**src/rtl/door_led_seq_pkg.sv**
```systemverilog
// Shared types and helpers for the door LED sequencer: state encoding and a
// constant-evaluable ceiling log2 used to size counters from parameters.
package door_led_seq_pkg;

  localparam int STATE_W = 2;

  typedef enum logic [STATE_W-1:0] {
    IDLE      = 2'd0,
    OPENING   = 2'd1,
    OPEN_HOLD = 2'd2,
    CLOSING   = 2'd3
  } door_state_t;

  function automatic int clog2(input int value);
    int result;
    result = 0;
    for (int r = 0; r < 31; r++) begin
      if ((1 << r) < value) begin
        result = r + 1;
      end
    end
    return result;
  endfunction

endpackage

```
**src/rtl/door_led_seq_step_tick.sv**
```systemverilog
// Animation step timer: a clock-enable pulse every STEP_CYCLES cycles while
// enabled; the count is held at zero while disabled or cleared.
module step_tick
  import door_led_seq_pkg::*;
#(
  parameter int STEP_CYCLES = 50_000
) (
  input  logic clk,
  input  logic rst,
  input  logic clr,
  input  logic en,
  output logic tick
);

  localparam int CNT_W = (clog2(STEP_CYCLES) < 1) ? 1 : clog2(STEP_CYCLES);
  localparam logic [CNT_W-1:0] LAST = CNT_W'(STEP_CYCLES - 1);

  logic [CNT_W-1:0] tick_cnt_reg;

  assign tick = en && (tick_cnt_reg == LAST);

  always_ff @(posedge clk) begin
    if (rst || clr || !en || (tick_cnt_reg == LAST)) begin
      tick_cnt_reg <= '0;
    end else begin
      tick_cnt_reg <= tick_cnt_reg + CNT_W'(1);
    end
  end

endmodule

```
**src/rtl/door_led_seq.sv**
```systemverilog
// Two-leaf door animation on an LED bar: LEDs go dark from the centre outward
// while opening, hold open, then relight from the edges inward while closing.
module door_led_seq
  import door_led_seq_pkg::*;
#(
  parameter int LED_W       = 10,
  parameter int STEP_CYCLES = 50_000,
  parameter int HOLD_STEPS  = 4
) (
  input  logic             clk,
  input  logic             rst,
  input  logic             boton,
  output logic [LED_W-1:0] led,
  output logic             person_in,
  output logic             busy,
  output logic             door_open
);

  localparam int HALF   = LED_W / 2;
  localparam int LVL_W  = clog2(HALF + 1);
  localparam int HOLD_W = (clog2(HOLD_STEPS) < 1) ? 1 : clog2(HOLD_STEPS);

  localparam logic [LVL_W-1:0]  LVL_FULL  = LVL_W'(HALF);
  localparam logic [LVL_W-1:0]  LVL_ONE   = LVL_W'(1);
  localparam logic [HOLD_W-1:0] HOLD_LAST = HOLD_W'(HOLD_STEPS - 1);

  door_state_t       state_reg, state_next;
  logic [LVL_W-1:0]  lvl_reg, lvl_next;
  logic [HOLD_W-1:0] hold_cnt_reg, hold_cnt_next;
  logic              person_in_reg, person_in_next;
  logic              tick;
  logic              tick_clr;

  step_tick #(
    .STEP_CYCLES(STEP_CYCLES)
  ) u_step_tick (
    .clk (clk),
    .rst (rst),
    .clr (tick_clr),
    .en  (state_reg != IDLE),
    .tick(tick)
  );

  always_ff @(posedge clk) begin
    if (rst) begin
      state_reg     <= IDLE;
      lvl_reg       <= '0;
      hold_cnt_reg  <= '0;
      person_in_reg <= 1'b0;
    end else begin
      state_reg     <= state_next;
      lvl_reg       <= lvl_next;
      hold_cnt_reg  <= hold_cnt_next;
      person_in_reg <= person_in_next;
    end
  end

  always_comb begin
    state_next     = state_reg;
    lvl_next       = lvl_reg;
    hold_cnt_next  = hold_cnt_reg;
    person_in_next = 1'b0;
    tick_clr       = 1'b0;
    case (state_reg)
      IDLE: begin
        if (boton) begin
          state_next = OPENING;
          lvl_next   = '0;
        end
      end
      OPENING: begin
        // A re-open from the very start of CLOSING arrives here already at
        // HALF, so saturate rather than step past the fully open level.
        if (tick) begin
          if (int'(lvl_reg) + 1 >= HALF) begin
            lvl_next      = LVL_FULL;
            state_next    = OPEN_HOLD;
            hold_cnt_next = '0;
          end else begin
            lvl_next = lvl_reg + LVL_ONE;
          end
        end
      end
      OPEN_HOLD: begin
        if (boton) begin
          hold_cnt_next = '0;
          tick_clr      = 1'b1;
        end else if (tick) begin
          if (hold_cnt_reg == HOLD_LAST) begin
            state_next    = CLOSING;
            hold_cnt_next = '0;
          end else begin
            hold_cnt_next = hold_cnt_reg + HOLD_W'(1);
          end
        end
      end
      CLOSING: begin
        if (boton) begin
          state_next = OPENING;
          tick_clr   = 1'b1;
        end else if (tick) begin
          if (lvl_reg <= LVL_ONE) begin
            lvl_next       = '0;
            state_next     = IDLE;
            person_in_next = 1'b1;
          end else begin
            lvl_next = lvl_reg - LVL_ONE;
          end
        end
      end
      default: begin
        state_next = IDLE;
        lvl_next   = '0;
      end
    endcase
  end

  // LED gi goes dark once lvl reaches its distance from the centre gap.
  genvar gi;
  generate
    for (gi = 0; gi < LED_W; gi++) begin : g_led
      localparam int DIST = (gi < HALF) ? (HALF - gi) : (gi - HALF + 1);
      assign led[gi] = (lvl_reg < LVL_W'(DIST));
    end
  endgenerate

  assign person_in = person_in_reg;
  assign busy      = (state_reg != IDLE);
  assign door_open = (state_reg == OPEN_HOLD);

endmodule

```
**config.mk**
```make
export PLATFORM = sky130hd
export DESIGN_NAME = door_led_seq
export DESIGN_NICKNAME = d
export VERILOG_FILES = /design/src/rtl/door_led_seq_pkg.sv /design/src/rtl/door_led_seq_step_tick.sv /design/src/rtl/door_led_seq.sv
export SDC_FILE = /design/constraint.sdc
export NUM_CORES = 1
export LEC_CHECK = 0
export CAP_MARGIN = 20
export CORE_ASPECT_RATIO = 1.75
export CORE_UTILIZATION = 47
export DETAILED_ROUTE_END_ITERATION = 7
export PLACE_DENSITY = 0.77
export REMOVE_ABC_BUFFERS = 1
export SLEW_MARGIN = 15
export SYNTH_ARGS = -nofsm -noshare
export SYNTH_HDL_FRONTEND = slang
export SYNTH_SLANG_ARGS = --single-unit
```
**constraint.sdc**
```tcl
create_clock -name clk -period 4.2 [get_ports clk]
set_input_delay 1.05 -clock clk [delete_from_list [all_inputs] [get_ports clk]]
set_output_delay 1.05 -clock clk [all_outputs]
set_load 0.01 [all_outputs]
```
Word-level counts from Yosys, hierarchy flattened
Index checks and enable logic that the tools add are counted.
- bits in registers: 24
- output and inout bits: 13
- logic and storage cells: 75
- $add $sub $neg: 5
- order comparisons: 7
- equal/unequal tests: 16
- multiplexer cells: 26
- bitwise operators: 2
- reduce and logical (&&, ||, !) cells: 14
- operators with widths (operator ; count):
    $mux W2 ; 14
    $mux W3 ; 6
    $add A16 B1 Y16 const B ; 1
    $eq A16 B16 Y1 const B ; 1
    $ne A2 B2 Y1 const B ; 6
    $pmux W3 S3 ; 1
    $pmux W2 S4 ; 1
    $reduce_and A8 Y1 ; 1
    $eq A2 B2 Y1 const B ; 3
    $lt A3 B2 Y1 const B ; 2
    $lt A3 B3 Y1 const B ; 2
    $ne A3 B3 Y1 const B ; 2
    $reduce_and A5 Y1 ; 1
    $add A3 B1 Y4 const B ; 1
    $ge A4 B3 Y1 const B ; 1
    $ne A2 B1 Y1 const B ; 2
    $pmux W2 S2 ; 1
    $reduce_and A4 Y1 ; 1
    $reduce_bool A2 Y1 ; 2
    $reduce_or A4 Y1 ; 1
    $add A3 B1 Y3 const B ; 1
    $le A3 B1 Y1 const B ; 1
    $logic_or A1 B1 Y1 ; 3
    $lt A3 B1 Y1 const B ; 1
    11 further kinds ; 14

Logic depth before layout (Yosys ltp)
- depth after elaboration: 6
- gate-level depth with buffers: 8
- mapped depth without buffers: 7

Hierarchy
Synthesis repeated with hierarchy kept, for this count alone.
- cells, all modules: 172
- area total of the unflattened synthesis: 1493.9 um2
- by module, submodules not included (module ; instances ; cells each ; area each (um2) ; sequential area each (um2)):
    door_led_seq ; 1 ; 89 ; 775.7 ; 160.2
    step_tick ; 1 ; 83 ; 718.2 ; 320.3

Worst setup path after synthesis
Ideal clock, no wire load.
- path kind: input to register
- from: input boton
- to: register state_reg[0]
- arrival time: 2021 ps
- setup slack: 2093 ps
- cell stages on the path: 5
- path buffers: 0
- path through: or2b_1 o31ai_1 a31oi_1 a2111o_1 a221oi_2
- cells in the longest elaborated chain, start to end: 2
- ends and longest elaborated chain (element ; line ; RTL):
    start, declared ; door_led_seq.sv:12 ; input logic boton,
    $ne A3 B3 Y1 (no source line) (tied with other cells) ; - ;
    $reduce_and A8 Y1 (no source line) or $pmux W2 S4 (tied branches) ; - ;
    end signal, assigned ; door_led_seq.sv:51 ; state_reg <= state_next;
    end, declared ; door_led_seq.sv:27 ; door_state_t state_reg, state_next;
Several ways; a longest one is shown, not always the timed one.
A chain may end at the register's enable or synchronous reset.

Worst setup path after layout
- from: register state_reg[1]
- to: output busy
- cells in the longest elaborated chain, start to end: 1
- ends and longest elaborated chain (element ; line ; RTL):
    $reduce_bool A2 Y1 ; door_led_seq.sv:128 ; assign busy = (state_reg != IDLE);
    end, declared ; door_led_seq.sv:15 ; output logic busy,
Every way passes these cells.

==> flow_metrics.env <==
export IMPL_status="finished, final reports clean"
export IMPL_drive_gt1_share_pct=6.18
export IMPL_cellPowerDensity_nw_per_um2=426
export IMPL_maxCapViolCount=0
export IMPL_grt_use_total_pct=19.3
export IMPL_p_int_mw=0.455
export IMPL_finalSetupTns_ns=0
export IMPL_timing_fmax_mhz=365
export IMPL_clockPowerShare_pct=21.8
export IMPL_cts_sink_count=24
export IMPL_overflow=0
export IMPL_drt_pass1_iterations=3
export IMPL_hpwl_um=2260
export IMPL_htreeDepth=1
export IMPL_num_io_pins=16
export IMPL_grt_pass1_wl_um=5120
export IMPL_p_comb_share_pct=40.7
export IMPL_worst_slew_pin_slew_ns=0.554
export IMPL_fp_dieH_um=76.6
export IMPL_peakVddDrop_mv=0.270
export IMPL_holdPathEnd="u_step_tick.tick_cnt_reg[0]$_SDFF_PP0_"
export IMPL_n_antenna_cell=0
export IMPL_ant_nets=0
export IMPL_p_total_mw=0.711
export IMPL_async_flop_share_pct=0
export IMPL_hold_viol=0
export IMPL_r2r_cells=7
export IMPL_skew_ns=0.00348
export IMPL_wl_per_cell_um=13.2
export IMPL_relSlewSlack_pct=63.0
export IMPL_gp_congestion=0.783
export IMPL_worstHoldStart="u_step_tick.tick_cnt_reg[0]$_SDFF_PP0_"
export IMPL_die_width_um=44.6
export IMPL_register_area_sq_um=480
export IMPL_r2r_start="state_reg[1]$_SDFFE_PP0P_"
export IMPL_synth_top_cell_area_share_pct=32.1
export IMPL_r2r_end="lvl_reg[2]$_SDFFE_PP0P_"
export IMPL_largest_reg_flops=16
export IMPL_antenna_found_initial=0
export IMPL_crit_arrival_ns=1.69
export IMPL_place_port_buffers=15
export IMPL_vias_per_cell=5.50
export IMPL_cts_setup_buffers=0
export IMPL_switchingPower_mw=0.257
export IMPL_hold_class="reg2reg"
export IMPL_seq_area_frac_synth_pct=32.1
export IMPL_fin_hold_ws_ns=0.480
export IMPL_num_vias=1209
export IMPL_synth_cell_area_sq_um=1500
export IMPL_start_util_pct=50.5
export IMPL_core_region_area_sq_um=2960
export IMPL_critPathRequiredTime_ns=3.15
export IMPL_synth_area_leaders="dfxtp_1 (32%), ha_1 (9.2%), nor2_1 (6.0%)"
export IMPL_ctsHoldBuffers=0
export IMPL_netSwitchingFraction_pct=36.1
export IMPL_post_route_period_util_pct=65.3
export IMPL_cp_start_kind="flip-flop"
export IMPL_post_cts_resized=0
export IMPL_yosysWarnings=0
export IMPL_dp_slack_ns=1.36
export IMPL_cp_end_kind="output pin"
export IMPL_synthDistinctLibCells=47
export IMPL_drt_iter0_drc=31
export IMPL_synth_top_cell_by_area="dfxtp_1"
export IMPL_avgSynthCellArea_sq_um=8.80
export IMPL_numCtsBuffers=3
export IMPL_grt_max_degree=16
export IMPL_clockBufferDepth=2
export IMPL_holdPathStages=1
export IMPL_num_fill_cells=264
export IMPL_setup_viol=0
export IMPL_tritoncts="done"
export IMPL_fin_ws_ns=1.46
export IMPL_rsz0062_at_grt="false"
export IMPL_grt_pass1_vias=1241
export IMPL_area_growth_pct=11.8
export IMPL_multi_input_area_sq_um=892
export IMPL_crit_fanout=6
export IMPL_dieArea_sq_um=3420
export IMPL_synthFlopType="dfxtp_1"
export IMPL_drc_errors=0
export IMPL_cts_clk_slew_worst_paths_ns=0.08
export IMPL_clk_latency_ns=0.26
export IMPL_reg2reg_setup_slack_ns=1.80
export IMPL_ctsRootBufferMaster="clkbuf_8"
export IMPL_syn_instance_count=170
export IMPL_drv_slew=0
export IMPL_placementRows=26
export IMPL_routed_wirelength_um=2900
export IMPL_critPathKind="reg2out"
export IMPL_min_period_ns=2.74
export IMPL_synth_edf_count=0
export IMPL_p_seq_share_pct=37.6
export IMPL_final_nets=193
export IMPL_power_leakage_nw=0.613
export IMPL_ys_ff_latch=24
[worst max path at each step]
stage                              start                         to  slack, ns
2_1_floorplan                      boton  state_reg[0]$_SDFFE_PP0P_       2.08
3_3_place_gp                       boton  state_reg[0]$_SDFFE_PP0P_       1.42
3_5_place_dp                       boton  state_reg[0]$_SDFFE_PP0P_       1.36
4_1_cts        state_reg[1]$_SDFFE_PP0P_                       busy       1.45
5_1_grt        state_reg[0]$_SDFFE_PP0P_                       busy       1.36
6_report       state_reg[1]$_SDFFE_PP0P_                       busy       1.46
[cells in the mapped netlist, types with 2 or more instances]
library cell   n
ha_1          11
a31oi_1        2
and3_1         4
nand3_1        9
nor2_1        24
nand3b_1       2
nand2_1        9
inv_1         11
a21boi_0       3
xnor2_1        4
buf_6          2
xor2_1        10
nor4b_1        2
a21oi_1        2
buf_4          6
mux2i_1        2
nand4_1        4
and4_1         2
o21ai_0        4
nor3_1         6
o21ba_2        2
dfxtp_1       24
[logic make-up after synthesis]
family / Yosys count / synth area share (%)
DFF: 24 / 32.1
and+or+nand+nor: 71 / 26.4
adders and majority gates: 11 / 9.20
buffers and inverters: 22 / 8.20
muxes: 2 / 1.34
AOI/OAI and AO/OA: 26 / 14.6
xor gates and xnor gates: 14 / 8.20
[metal layers]
| metal | global-route usage, % | routed length [um] | vias to the layer above |
|---|---|---|---|
| li1 | - | - | 610 |
| met1 | 18.7 | 1150 | 581 |
| met2 | 37.4 | 1660 | 13 |
| met3 | 1.66 | 30 | 5 |
| met4 | 8.79 | 55 | 0 |
| met5 | 0 | 0 | - |
[layout by cell type (no fill, tap or decap), types with 3 or more instances in the layout]
master           count
xnor2_1              4
nor3_1               6
clkbuf_8             4
a21boi_0             3
nor2_1              24
and3_1               4
xor2_1              10
o21ai_0              4
nand3_1              9
nand2_1              9
clkdlybuf4s50_1     15
nand4_1              4
ha_1                11
inv_1               11
dfxtp_1             24
[critical path, stage by stage (launching register included)]
cell,delay (ns)
dfxtp_1,0.42
inv_1,0.10
ha_1,0.27
inv_1,0.10
clkdlybuf4s50_1,0.54
[stage by stage]
stage               std cells  utilization, %  area (sq um)
global route              220            56.5          1670
finish                    220            56.5          1670
detailed placement        216            54.6          1620
CTS                       220            56.5          1670
floorplan                 159               -          1410
global placement          216            54.6          1620
[power by group through the flow]
stage / clock (mW) / sequential, mW / combinational [mW]
global placement: 0 / 0.270 / 0.282
global route: 0.172 / 0.270 / 0.324
finish: 0.155 / 0.267 / 0.289
floorplan: 0 / 0.266 / 0.195
detailed placement: 0 / 0.271 / 0.289
CTS: 0.160 / 0.266 / 0.291
[area by class of cell]
| cell class | count | share of cell area, % |
|---|---|---|
| clock buffer | 4 | 3.29 |
| inverter | 11 | 2.47 |
| multi-input combinational | 124 | 53.4 |
| sequential | 24 | 28.7 |
| tap | 42 | 3.14 |
| timing repair buffer | 15 | 8.98 |
Power figures use the tool's default switching activity.
